## config.mk

```make
export PLATFORM = sky130hd
export DESIGN_NAME = ex_muldiv
export DESIGN_NICKNAME = d
export VERILOG_FILES = /design/src/rtl/md_pkg.sv /design/src/rtl/md_div_core.sv /design/src/rtl/ex_muldiv.sv
export SDC_FILE = /design/constraint.sdc
export NUM_CORES = 2
export LEC_CHECK = 0
export ABC_AREA = 1
export BUFFER_PORTS_ARGS = -buffer_cell sky130_fd_sc_hd__buf_2
export CORE_MARGIN = 2
export CORE_UTILIZATION = 59
export DETAILED_ROUTE_END_ITERATION = 8
export PLACE_DENSITY = 0.75
export SYNTH_ARGS = -nofsm -noshare
export SYNTH_HDL_FRONTEND = slang
export SYNTH_SLANG_ARGS = --single-unit
export TNS_END_PERCENT = 1
```

## constraint.sdc

```tcl
create_clock -name clk -period 8.39 [get_ports clk]
set_input_delay 0.4195 -clock clk [delete_from_list [all_inputs] [get_ports clk]]
set_output_delay 0.4195 -clock clk [all_outputs]
set_load 0.01 [all_outputs]
```

## src/rtl/md_pkg.sv

```systemverilog
// Shared encodings for the EX-stage multiply/divide unit: op codes, FSM states,
// and small op-class helpers used by the top and the bench.
package md_pkg;

  localparam int DIV_ITERS_DEF = 32;

  typedef enum logic [2:0] {
    MD_NONE  = 3'd0,
    MD_MULT  = 3'd1,
    MD_MULTU = 3'd2,
    MD_DIV   = 3'd3,
    MD_DIVU  = 3'd4,
    MD_MTHI  = 3'd5,
    MD_MTLO  = 3'd6
  } md_op_e;

  typedef enum logic [1:0] {
    ST_IDLE,
    ST_MUL,
    ST_DIV,
    ST_DONE
  } md_state_e;

  function automatic logic is_mul_op(input logic [2:0] op);
    return (op == MD_MULT) || (op == MD_MULTU);
  endfunction

  function automatic logic is_div_op(input logic [2:0] op);
    return (op == MD_DIV) || (op == MD_DIVU);
  endfunction

endpackage

```

## src/rtl/md_div_core.sv

```systemverilog
// Restoring iterative divider: one quotient bit per cycle on magnitudes, with
// sign correction and divide-by-zero override applied to the final-cycle result.
module md_div_core
  import md_pkg::*;
#(
  parameter int ITERS = DIV_ITERS_DEF
) (
  input  logic        clk,
  input  logic        resetn,
  input  logic        start,
  input  logic        flush,
  input  logic        is_signed,
  input  logic [31:0] a,
  input  logic [31:0] b,
  output logic        done,
  output logic [31:0] q,
  output logic [31:0] r
);

  localparam int CW = $clog2(ITERS);
  localparam logic [CW-1:0] LAST = CW'(ITERS - 1);

  logic          running;
  logic [CW-1:0] cnt;
  logic [31:0]   rem;
  logic [31:0]   quo;
  logic [31:0]   dvs;
  logic [31:0]   a_raw;
  logic          q_neg;
  logic          r_neg;
  logic          div_zero;

  logic [31:0] abs_a;
  logic [31:0] abs_b;
  logic [32:0] shifted;
  logic [31:0] diff;
  logic        fits;
  logic [31:0] rem_next;
  logic [31:0] quo_next;

  assign abs_a = (is_signed && a[31]) ? -a : a;
  assign abs_b = (is_signed && b[31]) ? -b : b;

  // The partial remainder never reaches 2*divisor, so a 32-bit difference is exact when it fits.
  assign shifted  = {rem, quo[31]};
  assign fits     = shifted >= {1'b0, dvs};
  assign diff     = shifted[31:0] - dvs;
  assign rem_next = fits ? diff : shifted[31:0];
  assign quo_next = {quo[30:0], fits};

  assign done = running && (cnt == LAST) && !flush;
  assign q    = div_zero ? 32'hFFFF_FFFF : (q_neg ? -quo_next : quo_next);
  assign r    = div_zero ? a_raw : (r_neg ? -rem_next : rem_next);

  always_ff @(posedge clk or negedge resetn) begin
    if (!resetn) begin
      running  <= 1'b0;
      cnt      <= '0;
      rem      <= '0;
      quo      <= '0;
      dvs      <= '0;
      a_raw    <= '0;
      q_neg    <= 1'b0;
      r_neg    <= 1'b0;
      div_zero <= 1'b0;
    end else if (start) begin
      running  <= 1'b1;
      cnt      <= '0;
      rem      <= '0;
      quo      <= abs_a;
      dvs      <= abs_b;
      a_raw    <= a;
      q_neg    <= is_signed && (a[31] ^ b[31]);
      r_neg    <= is_signed && a[31];
      div_zero <= (b == 32'd0);
    end else if (running) begin
      if (flush || cnt == LAST) running <= 1'b0;
      rem <= rem_next;
      quo <= quo_next;
      cnt <= cnt + 1'b1;
    end
  end

endmodule

```

## src/rtl/ex_muldiv.sv

```systemverilog
// EX-stage multiply/divide unit owning HI/LO: stalls the pipe while an op is in
// flight and commits {hi,lo} only when the op completes unflushed.
module ex_muldiv
  import md_pkg::*;
#(
  parameter int DIV_ITERS = DIV_ITERS_DEF
) (
  input  logic        clk,
  input  logic        resetn,
  input  logic        md_en,
  input  logic [2:0]  md_op,
  input  logic [31:0] md_a,
  input  logic [31:0] md_b,
  input  logic        flush,
  input  logic        stall_other,
  output logic        md_stall,
  output logic        md_busy,
  output logic [31:0] hi,
  output logic [31:0] lo
);

  md_state_e   state;
  logic [31:0] mul_a;
  logic [31:0] mul_b;
  logic        mul_signed;

  logic        launch_mul;
  logic        launch_div;
  logic [63:0] ext_a;
  logic [63:0] ext_b;
  logic [63:0] product;
  logic        div_done;
  logic [31:0] div_q;
  logic [31:0] div_r;

  assign launch_mul = (state == ST_IDLE) && md_en && !flush && is_mul_op(md_op);
  assign launch_div = (state == ST_IDLE) && md_en && !flush && is_div_op(md_op);

  // Low 64 bits of a 64x64 product of the extended operands equal the 32x32 product.
  assign ext_a   = {{32{mul_signed & mul_a[31]}}, mul_a};
  assign ext_b   = {{32{mul_signed & mul_b[31]}}, mul_b};
  assign product = ext_a * ext_b;

  assign md_stall = (state == ST_MUL) || (state == ST_DIV) || launch_mul || launch_div;
  assign md_busy  = (state != ST_IDLE);

  md_div_core #(
    .ITERS(DIV_ITERS)
  ) u_div (
    .clk      (clk),
    .resetn   (resetn),
    .start    (launch_div),
    .flush    (flush),
    .is_signed(md_op == MD_DIV),
    .a        (md_a),
    .b        (md_b),
    .done     (div_done),
    .q        (div_q),
    .r        (div_r)
  );

  always_ff @(posedge clk or negedge resetn) begin
    if (!resetn) begin
      state      <= ST_IDLE;
      hi         <= '0;
      lo         <= '0;
      mul_a      <= '0;
      mul_b      <= '0;
      mul_signed <= 1'b0;
    end else begin
      case (state)
        ST_IDLE: begin
          if (launch_mul) begin
            mul_a      <= md_a;
            mul_b      <= md_b;
            mul_signed <= (md_op == MD_MULT);
            state      <= ST_MUL;
          end else if (launch_div) begin
            state <= ST_DIV;
          end else if (md_en && !flush && !stall_other) begin
            if (md_op == MD_MTHI) hi <= md_a;
            if (md_op == MD_MTLO) lo <= md_a;
          end
        end
        ST_MUL: begin
          if (flush) begin
            state <= ST_IDLE;
          end else begin
            {hi, lo} <= product;
            state    <= ST_DONE;
          end
        end
        ST_DIV: begin
          if (flush) begin
            state <= ST_IDLE;
          end else if (div_done) begin
            hi    <= div_r;
            lo    <= div_q;
            state <= ST_DONE;
          end
        end
        ST_DONE: begin
          // The completed instruction is still on the inputs; leave without relaunching it.
          if (flush || !stall_other) state <= ST_IDLE;
        end
        default: state <= ST_IDLE;
      endcase
    end
  end

endmodule

```

Word-level counts from Yosys, hierarchy flattened
Cells that the tools add are included.
{"block": "classes", "addsub": 6, "n_mul": 1, "magnitude_cmp": 1, "eq_ne": 21, "muxes": 39, "bitwise": 3, "n_reduce_logical": 29}
{"cell": "$mux 32", "count": 25}
{"cell": "$pmux 32 s3", "count": 2}
{"cell": "$neg 32->32", "count": 4}
{"cell": "$mul 33x33->64", "count": 1}
{"cell": "$ge 33x32->1", "count": 1}
{"cell": "$logic_not 32->1", "count": 1}
{"cell": "$sub 32x32->32", "count": 1}
{"cell": "$reduce_and 8->1", "count": 2}
{"cell": "$mux 2", "count": 6}
{"cell": "$ne 2x2->1 const B", "count": 6}
{"cell": "$logic_and 1x1->1", "count": 11}
{"cell": "$mux 5", "count": 2}
{"cell": "$eq 3x3->1 const B", "count": 3}
{"cell": "$pmux 2 s4", "count": 1}
{"cell": "$logic_or 1x1->1", "count": 7}
{"cell": "$eq 3x2->1 const B", "count": 2}
{"cell": "$ne 2x1->1 const B", "count": 3}
{"cell": "$ne 3x3->1 const B", "count": 2}
{"cell": "$add 5x1->5 const B", "count": 1}
{"cell": "$eq 5x5->1 const B", "count": 1}
{"cell": "$eq 2x2->1 const B", "count": 2}
{"cell": "$reduce_bool 2->1", "count": 2}
{"cell": "$eq 3x1->1 const B", "count": 1}
{"cell": "$mux 1", "count": 3}
{"cell": "other kinds (8)", "count": 10}
{"block": "totals", "ff_bits": 268, "in_bits": 72, "output_inout_bits": 66, "wordCells": 115}

Longest topological paths before layout
{"block": "logic_depth", "word_depth": 8, "depth_mapped": 42, "depth_no_buf": 40}

By module
A second synthesis with hierarchy kept.
{"block": "hier_totals", "hier_cells": 7858, "hier_area_um2": 58280.9}
{"module": "ex_muldiv", "n_inst": 1, "cells_each": 5991, "area_each_um2": 46499.6, "seq_area_each_um2": 3278.1}
{"module": "md_div_core", "n_inst": 1, "cells_each": 1867, "area_each_um2": 11781.3, "seq_area_each_um2": 3428.3}

Worst setup path before layout
OpenSTA, ideal clock, no wires.
{"block": "synth_path", "path_kind": "register to register", "start": "reg mul_signed", "end": "reg hi[29]", "setup_time_ns": 0.121, "t_arrival_ns": 7.650, "required_ns": 8.269, "setup_slack_ns": 0.619, "path_stages_with_launch": 32, "path_buffers": 2, "period_less_slack_ns": 7.771, "path_cell_list": "dfrtp_1 > inv_1 > clkbuf_1 > buf_1 > nor2_1 > fa_1 > inv_1 > fa_1 > inv_1 > fa_1 > fa_1 > inv_1 > fa_1 > inv_1 > fa_1 > inv_1 > fa_1 > fa_1 > inv_1 > ha_1 > a21oi_1 > o21a_1 > inv_1 > a221oi_1 > o211ai_1 > nand3_1 > o211ai_1 > or2_2 > nand3_1 > nand2_1 > nand2_1 > a21oi_1"}
{"block": "synth_between", "elab_chain_len": 4, "elab_cells_between_ends": 5, "cone_classes": "1 x mul; 2 x mux; 2 x bitwise"}
{"item": "start: declaration", "line_no": "ex_muldiv.sv:25", "rtl": "logic mul_signed;"}
{"item": "start signal: assignment", "line_no": "ex_muldiv.sv:76", "rtl": "mul_signed <= (md_op == MD_MULT);"}
{"item": "$and 1x1->1 (on tied branches)", "line_no": "ex_muldiv.sv:40, ex_muldiv.sv:41"}
{"item": "$mul 33x33->64 *", "line_no": "ex_muldiv.sv:42", "rtl": "assign product = ext_a * ext_b;"}
{"item": "$mux 32 *", "line_no": "ex_muldiv.sv:86", "rtl": "if (flush) begin"}
{"item": "$pmux 32 s3 *", "line_no": "ex_muldiv.sv:71", "rtl": "case (state)"}
{"item": "end signal: assignment", "line_no": "ex_muldiv.sv:81", "rtl": "if (md_op == MD_MTHI) hi <= md_a;"}
{"item": "end signal: assignment", "line_no": "ex_muldiv.sv:89", "rtl": "{hi, lo} <= product;"}
{"item": "end signal: assignment", "line_no": "ex_muldiv.sv:97", "rtl": "hi <= div_r;"}
{"item": "end: declaration", "line_no": "ex_muldiv.sv:18", "rtl": "output logic [31:0] hi,"}
Every way passes the cells marked *; elsewhere a longest branch is shown, timed or not. The select of a mux whose other input is x is not followed.
A chain may end at the register's enable or synchronous reset.

Worst setup path after layout
{"block": "layout_path", "start": "reg mul_b[21]", "end": "reg hi[18]"}
{"block": "layout_between", "elab_chain_len": 3}
{"item": "start: declaration", "line_no": "ex_muldiv.sv:24", "rtl": "logic [31:0] mul_b;"}
{"item": "start signal: assignment", "line_no": "ex_muldiv.sv:75", "rtl": "mul_b <= md_b;"}
{"item": "$mul 33x33->64", "line_no": "ex_muldiv.sv:42"}
{"item": "$mux 32", "line_no": "ex_muldiv.sv:86"}
{"item": "$pmux 32 s3", "line_no": "ex_muldiv.sv:71"}
Every way passes these cells. The select of a mux whose other input is x is not followed.

==> summary.txt <==
Status
  – Outcome: completed

Worst setup path
  – Maximum cell stage delay along the critical path: 0.67 ns
  – Path type of the worst setup path: reg2reg
  – Cell family with the largest share of critical-path delay: adder cells
  – Buffers plus inverters on the worst setup path: 7
  – Cell mode on critical path: fa_1
  – Type of element launching the critical path: flop
  – Largest fanout of any net on the critical path: 14
  – Cell with the largest stage delay on the worst path: dfrtp_1
  – Cell depth of the worst flop-to-flop path: 30
  – Worst EP required: 8.92 ns
  – Type of element capturing the critical path: flop
  – Arrival time of data at the critical path endpoint: 8.68 ns
  – Worst path depth: 30

Layout
  – Fillers: 8375
  – Fraction of final layout cells with drive strength greater than 1: 7.84%
  – Synth-to-Final Area Change: 8.34%
  – NumNets Final: 8917
  – Non-Filler Cell Area, Final: 61200 um2

Floorplanning
  – Initial core utilization: 59.5%
  – Number of placement rows: 113
  – Floorplan Core Area: 94900 um2
  – Area enclosed by the die boundary: 98200 um2
  – Ports: 138
  – Chip Height: 313 um
  – Die W: 313 um

Detailed routing
  – Vias per cell: 5.58
  – Uppermost signal routing layer after detailed routing: met5
  – Routed wire length on met2: 84900 um
  – DRT met1 WL: 74800 um
  – DR iter-0 viols: 4738
  – First-pass iteration count of the detailed router: 6
  – Met3 WL: 19300 um
  – Total number of vias: 48900
  – Total wire length: 187000 um
  – DRC violation count after routing: 0
  – Post-route ant nets: 0
  – Routed length per placed instance: 21.3 um

Clock network
  – Clock tree from TritonCTS: built
  – CTS H-Tree Depth: 2
  – Clock latency at the later pin of the worst-skew pair: 0.61 ns
  – Longest Clk Path Bufs: 3
  – Clock transition at the registers of the reported paths: 0.06 ns
  – Buffer cell driving the clock tree root: clkbuf_16
  – Number of CTS-inserted buffers: 36
  – Setup fix buffers added after clock tree synthesis: 0
  – Clock net sink count: 268

Min path
  – Number of instances on the worst hold path: 2
  – Class of the worst hold path: in2reg

Logic synthesis
  – Most instantiated flip-flop cell in the synthesis netlist: dfrtp_1
  – EDFF count, synth: 0
  – Proportion of register bits with asynchronous set or reset after synthesis: 100%
  – Cell count after synthesis: 7375
  – Post-Synthesis Net Count: 8827
  – Top cells by area in the synthesized netlist: fa_1, nand2_1, inv_1, dfrtp_1, ha_1
  – Synth top area share: 39.9%
  – Library cells used by synthesis: 62
  – Number of warnings printed during yosys synthesis: 0
  – Cell area after synthesis: 56500 um2
  – Number of register bits inferred by synthesis: 268
  – Library cell occupying the most area in the post-synthesis netlist: fa_1
  – Syn_area_per_cell: 7.66 um2
  – Sequential cell area fraction in the yosys report: 11.9%

Timing
  – Fmax: 123 MHz
  – Setup TNS: 0 ns
  – Clock Skews: 0.0740 ns
  – Unrepaired setup endpoints after global routing: true
  – Number of hold violations in the final report: 0
  – Measured slew at the worst slew-check pin: 1.09 ns
  – Normalized max-slew margin: 27.2%
  – Final-report max-slew violation count: 0
  – Total setup violations reported at the end of the flow: 0
  – Share of the cycle needed by the critical path after routing: 97.1%
  – Final min period: 8.15 ns

Placed design
  – RePlAce Congestion: 1.03
  – Count of buffers from port buffering: 137
  – Post-detail-place hpwl: 155000 um
  – Placed Instance Area: 59900 um2

GRT
  – Number of global-route vias before repair: 50200
  – Total routing usage reported by global routing: 39.2%
  – Antenna violations before repair: 16
  – Largest net degree at the start of global routing: 118
  – Final global-route overflow total: 0
  – First-pass GRT wire length: 293000 um

Run
  – Number of max-cap violations: 0
## Yosys cell counts, drive strengths merged, types with 3 or more instances
cell type and number:
nand2 1900, inv 1873, fa 1126, nor2 416
clkbuf 347, o21ai 307, dfrtp 268, ha 254
a21oi 231, nand3 187, o22ai 58, xor2 56
nor3 54, a31oi 39, nand4 38, or2 33
buf 26, xnor2 26, nor4 17, o21bai 17
o221ai 13, nand3b 11, a221oi 10, o21a 10
a21o 8, clkinv 7, o31ai 7, o211ai 6
and2 5, a22oi 3, a32o 3
## worst paths after layout
path | slack [ns] | startpoint | endpoint
max reg2reg | 0.24 | mul_b[21] | hi[18]
max | 0.24 | mul_b[21] | hi[18]
max in group asynchronous | 6.55 | resetn | mul_a[30]
min reg2reg | 0.49 | u_div.a_raw[3] | u_div.a_raw[3]
min | 0.11 | md_a[29] | u_div.quo[29]
min in group asynchronous | 0.54 | resetn | u_div.a_raw[13]
## per-stage QoR
stage / setup slack, ns / std cells / hold slack, ns / utilization, %
2_1_floorplan: 0.619 / 7375 / 0.124 / -
3_3_place_gp: -0.0474 / 8691 / 0.460 / 63.2
3_5_place_dp: 0.0665 / 8691 / 0.468 / 63.2
4_1_cts: 0.0504 / 8755 / 0.100 / 64.4
5_1_grt: -0.0545 / 8758 / 0.121 / 64.5
6_report: 0.240 / 8762 / 0.107 / 64.5
## sequential cells by signal, summed over array words and instances, names as in the netlist
register	cells
u_div.quo	32
state	2
u_div.cnt	5
mul_signed	1
mul_b	32
u_div.div_zero	1
hi	32
u_div.r_neg	1
u_div.dvs	32
u_div.q_neg	1
u_div.a_raw	32
u_div.rem	32
mul_a	32
lo	32
u_div.running	1
## kinds of logic after synthesis
logic type               Yosys count  synth area share [%]
AND/OR/NAND/NOR                 2664                  19.0
buffers and inverters           2253                  15.1
adder cells (fa/ha/maj)         1380                  45.5
XOR/XNOR                          82                  1.27
flip-flops                       268                  11.9
AO/OA/AOI/OAI                    728                  7.26
## placed cells by master (no fill, tap or decap), drive strengths merged, types with 5 or more instances in the layout
cell type	synthesis	layout
o22ai	58	58
a21oi	231	231
a21o	8	8
xnor2	26	26
clkinv	7	16
inv	1873	1875
a31oi	39	39
nand4	38	38
and2	5	5
nor4	17	17
dfrtp	268	268
a221oi	10	10
nor2	416	416
o21bai	17	17
nor3	54	54
diode	0	7
o21ai	307	307
clkbuf	347	49
fa	1126	1126
buf	26	424
nand2	1900	1900
nand3	187	187
o31ai	7	7
ha	254	254
o21a	10	10
xor2	56	56
or2	33	33
o211ai	6	6
nand3b	11	11
o221ai	13	13
## repair_timing
| item | CTS | global route |
|---|---|---|
| hold buffers | 1 | 0 |
| gates resized for setup | 0 | 23 |
| endpoints found under the hold margin | 115 | 0 |
| setup endpoints to repair | 0 | 21 |
## final cells by class
| type | count | area, um2 | share of cell area [%] |
|---|---|---|---|
| clock buffers | 49 | 1010 | 1.65 |
| inverters | 1880 | 7060 | 11.5 |
| diodes | 7 | 17.5 | 0.0286 |
| multi-input cells | 4854 | 41300 | 67.5 |
| repair buffers | 425 | 3310 | 5.40 |
| clock inverters | 14 | 183 | 0.299 |
| flip-flops and latches | 268 | 6720 | 11.0 |
| well taps | 1265 | 1580 | 2.59 |
## metal layers
| layer | track usage [%] | vias up |
|---|---|---|
| li1 | - | 21700 |
| met1 | 54.1 | 24200 |
| met2 | 61.8 | 2494 |
| met3 | 8.54 | 446 |
| met4 | 13.6 | 6 |
| met5 | 0 | - |
Power is left out: the tool's default activity adds up to more than one toggle a clock period on the data nets, which glitch-free logic cannot reach.
